$ cat config.mk
export PLATFORM = sky130hd
export DESIGN_NAME = fc_popcount_seq
export DESIGN_NICKNAME = d
export VERILOG_FILES = /design/src/rtl/fc_popcount_seq.sv
export SDC_FILE = /design/constraint.sdc
export NUM_CORES = 1
export LEC_CHECK = 0
export ABC_AREA = 1
export CAP_MARGIN = 25
export CORE_UTILIZATION = 42
export DETAILED_ROUTE_END_ITERATION = 16
export PLACE_DENSITY = 0.79
export REMOVE_ABC_BUFFERS = 1
export SYNTH_ARGS = -nofsm -noshare
export SYNTH_HDL_FRONTEND = slang
export SYNTH_SLANG_ARGS = --single-unit
$ cat constraint.sdc
create_clock -name iCLK -period 1.45 [get_ports iCLK]
set_input_delay 0.2175 -clock iCLK [delete_from_list [all_inputs] [get_ports iCLK]]
set_output_delay 0.2175 -clock iCLK [all_outputs]
set_load 0.05 [all_outputs]
$ cat src/rtl/fc_popcount_seq.sv
// fc_popcount_seq: sequencer for the BNN XNOR-popcount fully-connected stage.
// Walks N_OUT neurons, each: clear, stream N_IN bit pairs, settle, flag sum.
// Ports: iCLK/iRST_N clock and async active-low reset; iSTART begins a pass;
//   iIN_VLD input/weight bits valid; iSUM datapath sum (argmax build only);
//   oCLR/oEN datapath clear and accumulate enable; oIN_ADDR/oW_ADDR bit and
//   weight addresses; oNEURON current neuron; oVALID sum final; oBUSY not idle;
//   oDONE pass complete; oCLASS argmax neuron index.
// Optional: define FC_SEQ_ARGMAX_EN to track the argmax of iSUM into oCLASS.
module fc_popcount_seq #(
    parameter int N_IN  = 54,
    parameter int N_OUT = 10,
    parameter int OL    = 7,
    parameter int IN_AW = 6,
    parameter int NO_AW = 4,
    parameter int W_AW  = 10
) (
    input  logic                 iCLK,
    input  logic                 iRST_N,
    input  logic                 iSTART,
    input  logic                 iIN_VLD,
    input  logic signed [OL-1:0] iSUM,
    output logic                 oCLR,
    output logic                 oEN,
    output logic [IN_AW-1:0]     oIN_ADDR,
    output logic [W_AW-1:0]      oW_ADDR,
    output logic [NO_AW-1:0]     oNEURON,
    output logic                 oVALID,
    output logic                 oBUSY,
    output logic                 oDONE,
    output logic [NO_AW-1:0]     oCLASS
);

    typedef enum logic [2:0] {
        S_IDLE,
        S_CLR,
        S_ACC,
        S_WAIT,
        S_EMIT,
        S_DONE
    } state_t;

    localparam logic [IN_AW-1:0] BIT_LAST = IN_AW'(N_IN - 1);
    localparam logic [NO_AW-1:0] NEU_LAST = NO_AW'(N_OUT - 1);

    state_t           state_q, state_d;
    logic [IN_AW-1:0] bit_q, bit_d;
    logic [W_AW-1:0]  w_q, w_d;
    logic [NO_AW-1:0] neuron_q, neuron_d;
    logic             clr_q, valid_q, busy_q, done_q;
    logic             accept;

    assign accept = (state_q == S_ACC) && iIN_VLD;

    always_comb begin
        state_d  = state_q;
        bit_d    = bit_q;
        w_d      = w_q;
        neuron_d = neuron_q;
        unique case (state_q)
            S_IDLE: begin
                if (iSTART) begin
                    state_d  = S_CLR;
                    neuron_d = '0;
                    bit_d    = '0;
                    w_d      = '0;
                end
            end
            S_CLR: begin
                bit_d   = '0;
                state_d = S_ACC;
            end
            S_ACC: begin
                // Addresses only move on accepted bits; a stall holds them.
                if (iIN_VLD) begin
                    w_d = w_q + W_AW'(1);
                    if (bit_q == BIT_LAST) begin
                        bit_d   = '0;
                        state_d = S_WAIT;
                    end else begin
                        bit_d = bit_q + IN_AW'(1);
                    end
                end
            end
            S_WAIT: state_d = S_EMIT;
            S_EMIT: begin
                if (neuron_q == NEU_LAST) begin
                    state_d = S_DONE;
                end else begin
                    neuron_d = neuron_q + NO_AW'(1);
                    state_d  = S_CLR;
                end
            end
            S_DONE: state_d = S_IDLE;
            default: state_d = S_IDLE;
        endcase
    end

    always_ff @(posedge iCLK or negedge iRST_N) begin
        if (!iRST_N) begin
            state_q  <= S_IDLE;
            bit_q    <= '0;
            w_q      <= '0;
            neuron_q <= '0;
            clr_q    <= 1'b0;
            valid_q  <= 1'b0;
            busy_q   <= 1'b0;
            done_q   <= 1'b0;
        end else begin
            state_q  <= state_d;
            bit_q    <= bit_d;
            w_q      <= w_d;
            neuron_q <= neuron_d;
            // Flags decoded from the next state so they leave a flop.
            clr_q    <= (state_d == S_CLR);
            valid_q  <= (state_d == S_EMIT);
            busy_q   <= (state_d != S_IDLE);
            done_q   <= (state_d == S_DONE);
        end
    end

    assign oCLR     = clr_q;
    assign oEN      = accept;
    assign oIN_ADDR = bit_q;
    assign oW_ADDR  = w_q;
    assign oNEURON  = neuron_q;
    assign oVALID   = valid_q;
    assign oBUSY    = busy_q;
    assign oDONE    = done_q;

`ifdef FC_SEQ_ARGMAX_EN
    logic signed [OL-1:0] max_q;
    logic [NO_AW-1:0]     idx_q;
    logic [NO_AW-1:0]     class_q;
    logic                 take;

    // Neuron 0 seeds the max; later ties keep the lower index.
    assign take = (neuron_q == '0) || (iSUM > max_q);

    always_ff @(posedge iCLK or negedge iRST_N) begin
        if (!iRST_N) begin
            max_q   <= '0;
            idx_q   <= '0;
            class_q <= '0;
        end else if (state_q == S_EMIT) begin
            if (take) begin
                max_q <= iSUM;
                idx_q <= neuron_q;
            end
            // Last neuron folds straight into oCLASS so it is valid in DONE.
            if (neuron_q == NEU_LAST) begin
                class_q <= take ? neuron_q : idx_q;
            end
        end
    end

    assign oCLASS = class_q;
`else
    logic unused_sum;
    assign unused_sum = ^iSUM;
    assign oCLASS     = '0;
`endif

endmodule

# Yosys cells after proc, flatten, opt, wreduce, memory -nomap -nowiden
# Index checks and enable logic that the tools add are counted.
# word_totals
ff_bits	27
latchBits	0
ram_bits	0
romBits	0
in_bits	11
output_inout_bits	29
wordCells	47
memories	0
# op_classes
addsub	3
n_mul	0
div_mod_pow	0
magnitude_cmp	0
n_eq_ne	12
shifts	0
mux	15
bitwise	0
reduce_logical	9
# op_table
operator	count
10-bit two-way mux	2
10-bit one-hot mux with 2 select lines	1
6-bit two-way mux	3
6-bit one-hot mux with 3 select lines	1
3-bit one-hot mux with 5 select lines	1
3-bit two-way mux	4
10-bit by 1-bit adder with 10-bit output, second input constant	1
3-bit equality test, second input constant	3
3-bit AND reduction	3
4-bit two-way mux	2
4-bit one-hot mux with 2 select lines	1
6-bit by 1-bit adder with 6-bit output, second input constant	1
3-bit by 1-bit equality test with 1-bit output, second input constant	2
3-bit by 2-bit equality test with 1-bit output, second input constant	2
6-bit equality test, second input constant	1
2-bit inequality test, second input constant	3
3-bit nonzero test	2
4-bit by 1-bit adder with 4-bit output, second input constant	1
4-bit equality test, second input constant	1
2-bit nonzero test	2
3-bit logical NOT	1
1-bit logical AND	1

# Logic depth before layout (Yosys ltp)
# logic_depth
word_depth	5
ltp_mapped	9
ltp_nobuf	9

# Least setup slack after synthesis
# Ideal clock, no wire load.
# synth_timing
path_type	reg-to-reg
from	register neuron_q[0], in the netlist oNEURON[0]
to	register neuron_q[2], in the netlist oNEURON[2]
setup_time_ps	117
t_arrival_ps	1470
required_ps	1333
setup_slack_ps	-137
path_stages_with_launch	9
path_buffers	0
period_less_slack_ps	1587
cell_sequence	dfrtp_1 ha_1 nand3_1 nor2_4 nor2_4 nand2_2 nand2_1 nand2_1 nor2_1
# synth_between
elab_chain_len	3
elab_cells_between_ends	6
classes_between	add/sub: 1; eq/ne: 2; mux: 2; reduce/logical: 1
# synth_rtl
item	line_no	text
from (decl)	48	logic [NO_AW-1:0] neuron_q, neuron_d;
from (signal assigned)	112	neuron_q <= neuron_d;
4-bit by 1-bit adder with 4-bit output or 4-bit equality test (tied branches)	89, 86	
4-bit two-way mux or 2-bit inequality test (tied branches)	n/a	
4-bit one-hot mux with 2 select lines or 3-bit AND reduction (tied branches)	n/a	
# Several ways; a longest one is shown, not always the timed one. The select of a mux whose other input is x is not followed.
# A chain may end at the register's enable or synchronous reset.

# Worst setup path after layout
# layout_timing
from	register state_q[2]
to	output oEN
# layout_between
elab_chain_len	2
# layout_rtl
item	line_no	text
from (decl)	45	state_t state_q, state_d;
from (signal assigned)	109	state_q <= state_d;
3-bit by 2-bit equality test with 1-bit output	52	assign accept = (state_q == S_ACC) && iIN_VLD;
1-bit logical AND	52	
to (decl)	23	output logic oEN,
# No other way between the ends.

==> qor.txt <==
Result of the run = completed
Total gr overflow = 0
Max-cap viol count = 0
Ratio of routed vias to standard cells = 4.882
First-pass GRT wire length = 5368 um
Most frequent cells in the layout = 47 x sky130_fd_sc_hd__nand2_1, 27 x sky130_fd_sc_hd__inv_1, 25 x sky130_fd_sc_hd__dfrtp_1
Pin count of the biggest net entering global routing = 28
Simple logic cell fraction of the synthesized area = 0.3140
Height of the die = 61.57 um
Type of element launching the critical path = flop
Largest fanout on the critical path = 2
Tcrit/Tclk final = 0.9975
Clk buf depth = 2
Adder-Cell Fraction of Synth Area = 0.04198
Clock latency on the worst-skew pair = 0.32 ns
Number of I/O port buffers = 28
IR drop worst, VDD = 1.113 mV
Pre-CTS WS = -0.01519 ns
Clock period minus final worst setup slack = 1.446 ns
Number of fill cells = 272
Flip-flop and latch count after synthesis = 27
Clk pwr share = 0.093
Switching power as a share of total power = 0.4532
Detailed Place HPWL = 2289 um
Number of H-tree levels = 1
Commonest non-fill, non-tap cell in the layout = sky130_fd_sc_hd__nand2_1
Clock tree from TritonCTS = yes
Final hold violations = 0
Net total in the final layout = 250
Starting density of the core = 0.4431
Sequential power share = 0.304
Die outline area = 3790 sq um
Residual DRC = 0
Critical path endpoint category = primary output
Setup violation total in the final timing report = 0
Relative area change from synthesis to final layout = 49.87%
Switching Power = 1556 uW
Fraction of power consumed by combinational cells = 0.603
Non-filler cells in the finished layout = 279
Count of antenna diodes in the layout = 0
Required time at the worst-slack endpoint = 1.23 ns
Largest clock skew in the final design = 0.001057 ns
Count of hold buffers inserted by post-cts repair = 0
Worst path arrival time = 1.23 ns
Antenna violations before repair = 0
WS Path Type = reg -> out
Timing-limited maximum frequency = 0.6914 GHz
Setup WS post-layout = 0.003669 ns
Ratio of total power to cell area = 1537 nW/um^2
TritonCTS buffer count = 3
Area post-placement = 2118 sq um
Fraction of layout instances using a drive strength above 1 = 0.2747
Internal portion of total power = 1877 uW
Mean post-synth cell area = 8.055 sq um
Portion of netlist area occupied by mux cells = 0.006717
Via count of the first global-routing pass = 1,280
RSZ-0062 raised after global routing = true
Synthesized instance count = 185
Antenna-violating nets left = 0
Post-Layout Inst Area = 2233 sq um
Iteration-0 DRC Markers = 30
Placed cell count = 268
Total number of clock tree sinks = 27
Leakage power of the design = 0.001094 uW
Distinct cell type count of the synthesized netlist = 28
Largest family of logic cells by synthesized area = simple AND/OR/NAND/NOR gates
Overall via count from detail_route = 1,362
Register clock-pin slew on the reported worst setup and hold paths = 0.14 ns
Routed wire length = 3190 um
Number of placement rows = 21
Path type of the worst min-delay path = in -> async
Final weighted congestion of routability-driven global placement = 0.8730
Worst slack on hold paths = 0.2581 ns
Chip width = 61.57 um
Average detailed-routed wire length per instance = 11.43 um
CTS root buffer = sky130_fd_sc_hd__clkbuf_4
Count of pins over their slew limit = 0
Area share of xor/xnor cells in the synthesized design = 0.01175
Global-route usage over all layers = 0.1921
Number of primary I/O pins = 40
Yosys warnings = 0
Sequential-to-total area share from yosys stat = 0.4534
Floorplan core area = 3363 sq um
Area fraction in compound gates after synthesis = 0.07137
Detailed Routing Iterations Pass 1 = 4
Combined area of all synthesized cells = 1490 sq um
-- cell families after synthesis --
kind of cell    count (synthesis)
fa+ha+maj                       5
other cells                     1
mux                             1
xor+xnor                        2
buf+inv                        33
compound gates                 18
flops                          27
simple gates                   98
-- power by group through the flow --
stage / combinational, uW / sequential, uW / clock, uW
finish: 2070 / 1040 / 319
global route: 2220 / 1060 / 360
CTS: 1960 / 1040 / 332
detailed placement: 1880 / 1060 / 0
global placement: 1840 / 1060 / 0
floorplan: 651 / 1430 / 0
-- repair_timing --
action / 4_1_cts / 5_1_grt
cloned: 0 / 1
endpoints found under the setup margin: 1 / 14
pin swaps: 2 / 6
resized for setup: 2 / 8
setup buffers: 4 / 2
-- cell type report --
class | instances | area, sq um | area share
well taps | 46 | 57.56 | 0.02577
multi-input cells | 129 | 715.7 | 0.3204
repair buffers | 45 | 649.4 | 0.2908
clock inverters | 1 | 5.005 | 0.002241
flip-flops and latches | 27 | 678.2 | 0.3036
inverters | 28 | 105.1 | 0.04706
clock buffers | 3 | 22.52 | 0.01008
-- cell usage after synthesis --
cell                      number  area (sq um)
sky130_fd_sc_hd__a21oi_1       4         20.02
sky130_fd_sc_hd__a21oi_2       1         8.760
sky130_fd_sc_hd__a22o_1        1         8.760
sky130_fd_sc_hd__a31oi_1       2         12.51
sky130_fd_sc_hd__and2_1        1         6.260
sky130_fd_sc_hd__buf_4         4         30.03
sky130_fd_sc_hd__buf_6         1         11.26
sky130_fd_sc_hd__conb_1        1         3.750
sky130_fd_sc_hd__dfrtp_1      27         675.7
sky130_fd_sc_hd__ha_1          5         62.56
sky130_fd_sc_hd__inv_1        28         105.1
sky130_fd_sc_hd__mux2i_1       1         10.01
sky130_fd_sc_hd__nand2_1      47         176.4
sky130_fd_sc_hd__nand2_2       1         6.260
sky130_fd_sc_hd__nand2_4       1         11.26
sky130_fd_sc_hd__nand3_1      15         75.07
sky130_fd_sc_hd__nand3_2       2         20.02
sky130_fd_sc_hd__nand3_4       1         17.52
sky130_fd_sc_hd__nand4_1       7         43.79
sky130_fd_sc_hd__nor2_1       19         71.32
sky130_fd_sc_hd__nor2_4        3         33.78
sky130_fd_sc_hd__o21ai_0       6         30.03
sky130_fd_sc_hd__o21ai_1       1         5.000
sky130_fd_sc_hd__o21ai_2       1         8.760
sky130_fd_sc_hd__o22ai_1       2         12.51
sky130_fd_sc_hd__or2_2         1         6.260
sky130_fd_sc_hd__xnor2_1       1         8.760
sky130_fd_sc_hd__xor2_1        1         8.760
-- flip-flops by register name, indices dropped and copies added (netlist names) --
| signal | cells |
|---|---|
| oIN_ADDR | 6 |
| oCLR | 1 |
| oNEURON | 4 |
| oBUSY | 1 |
| oDONE | 1 |
| oVALID | 1 |
| state_q | 3 |
| oW_ADDR | 10 |
-- per-stage QoR --
| stage | setup TNS, ns | power, uW | utilization |
|---|---|---|---|
| floorplan | -0.7055 | 2082 | - |
| global route | -0.1579 | 3637 | 0.6641 |
| detailed placement | -0.05522 | 2942 | 0.6298 |
| CTS | 0 | 3329 | 0.6477 |
| finish | 0 | 3433 | 0.6641 |
| global placement | -0.002691 | 2898 | 0.6298 |
-- layer usage --
layer | up-vias | global-route usage | wire length [um]
met5 | - | 0 | 0
met1 | 640 | 0.2450 | 1485
li1 | 684 | - | -
met3 | 4 | 0.02101 | 97
met2 | 34 | 0.3333 | 1587
met4 | 0 | 0.07619 | 20
-- worst max-delay path: stages (launching register included) --
cell and delay, ns:
sky130_fd_sc_hd__dfrtp_1 0.43, sky130_fd_sc_hd__nor2_2 0.15, sky130_fd_sc_hd__nand3_2 0.10, sky130_fd_sc_hd__inv_2 0.10, sky130_fd_sc_hd__buf_12 0.13
-- final timing paths --
kind                            depth (start not counted)  slack, ns                       to               startpoint
worst min-delay path                                    2       0.26           oCLR$_DFF_PN0_                   iRST_N
worst max register to register                          8       0.05   oW_ADDR[3]$_DFFE_PN0P_     state_q[0]$_DFF_PN0_
min in group iCLK                                       1       0.56  oIN_ADDR[0]$_DFFE_PN0P_  oIN_ADDR[0]$_DFFE_PN0P_
worst max-delay path                                    4      0.004                      oEN     state_q[2]$_DFF_PN0_
max in group asynchronous                               2       0.92   oW_ADDR[1]$_DFFE_PN0P_                   iRST_N
worst min register to register                          1       0.56  oIN_ADDR[0]$_DFFE_PN0P_  oIN_ADDR[0]$_DFFE_PN0P_
Power figures use the tool's default switching activity.
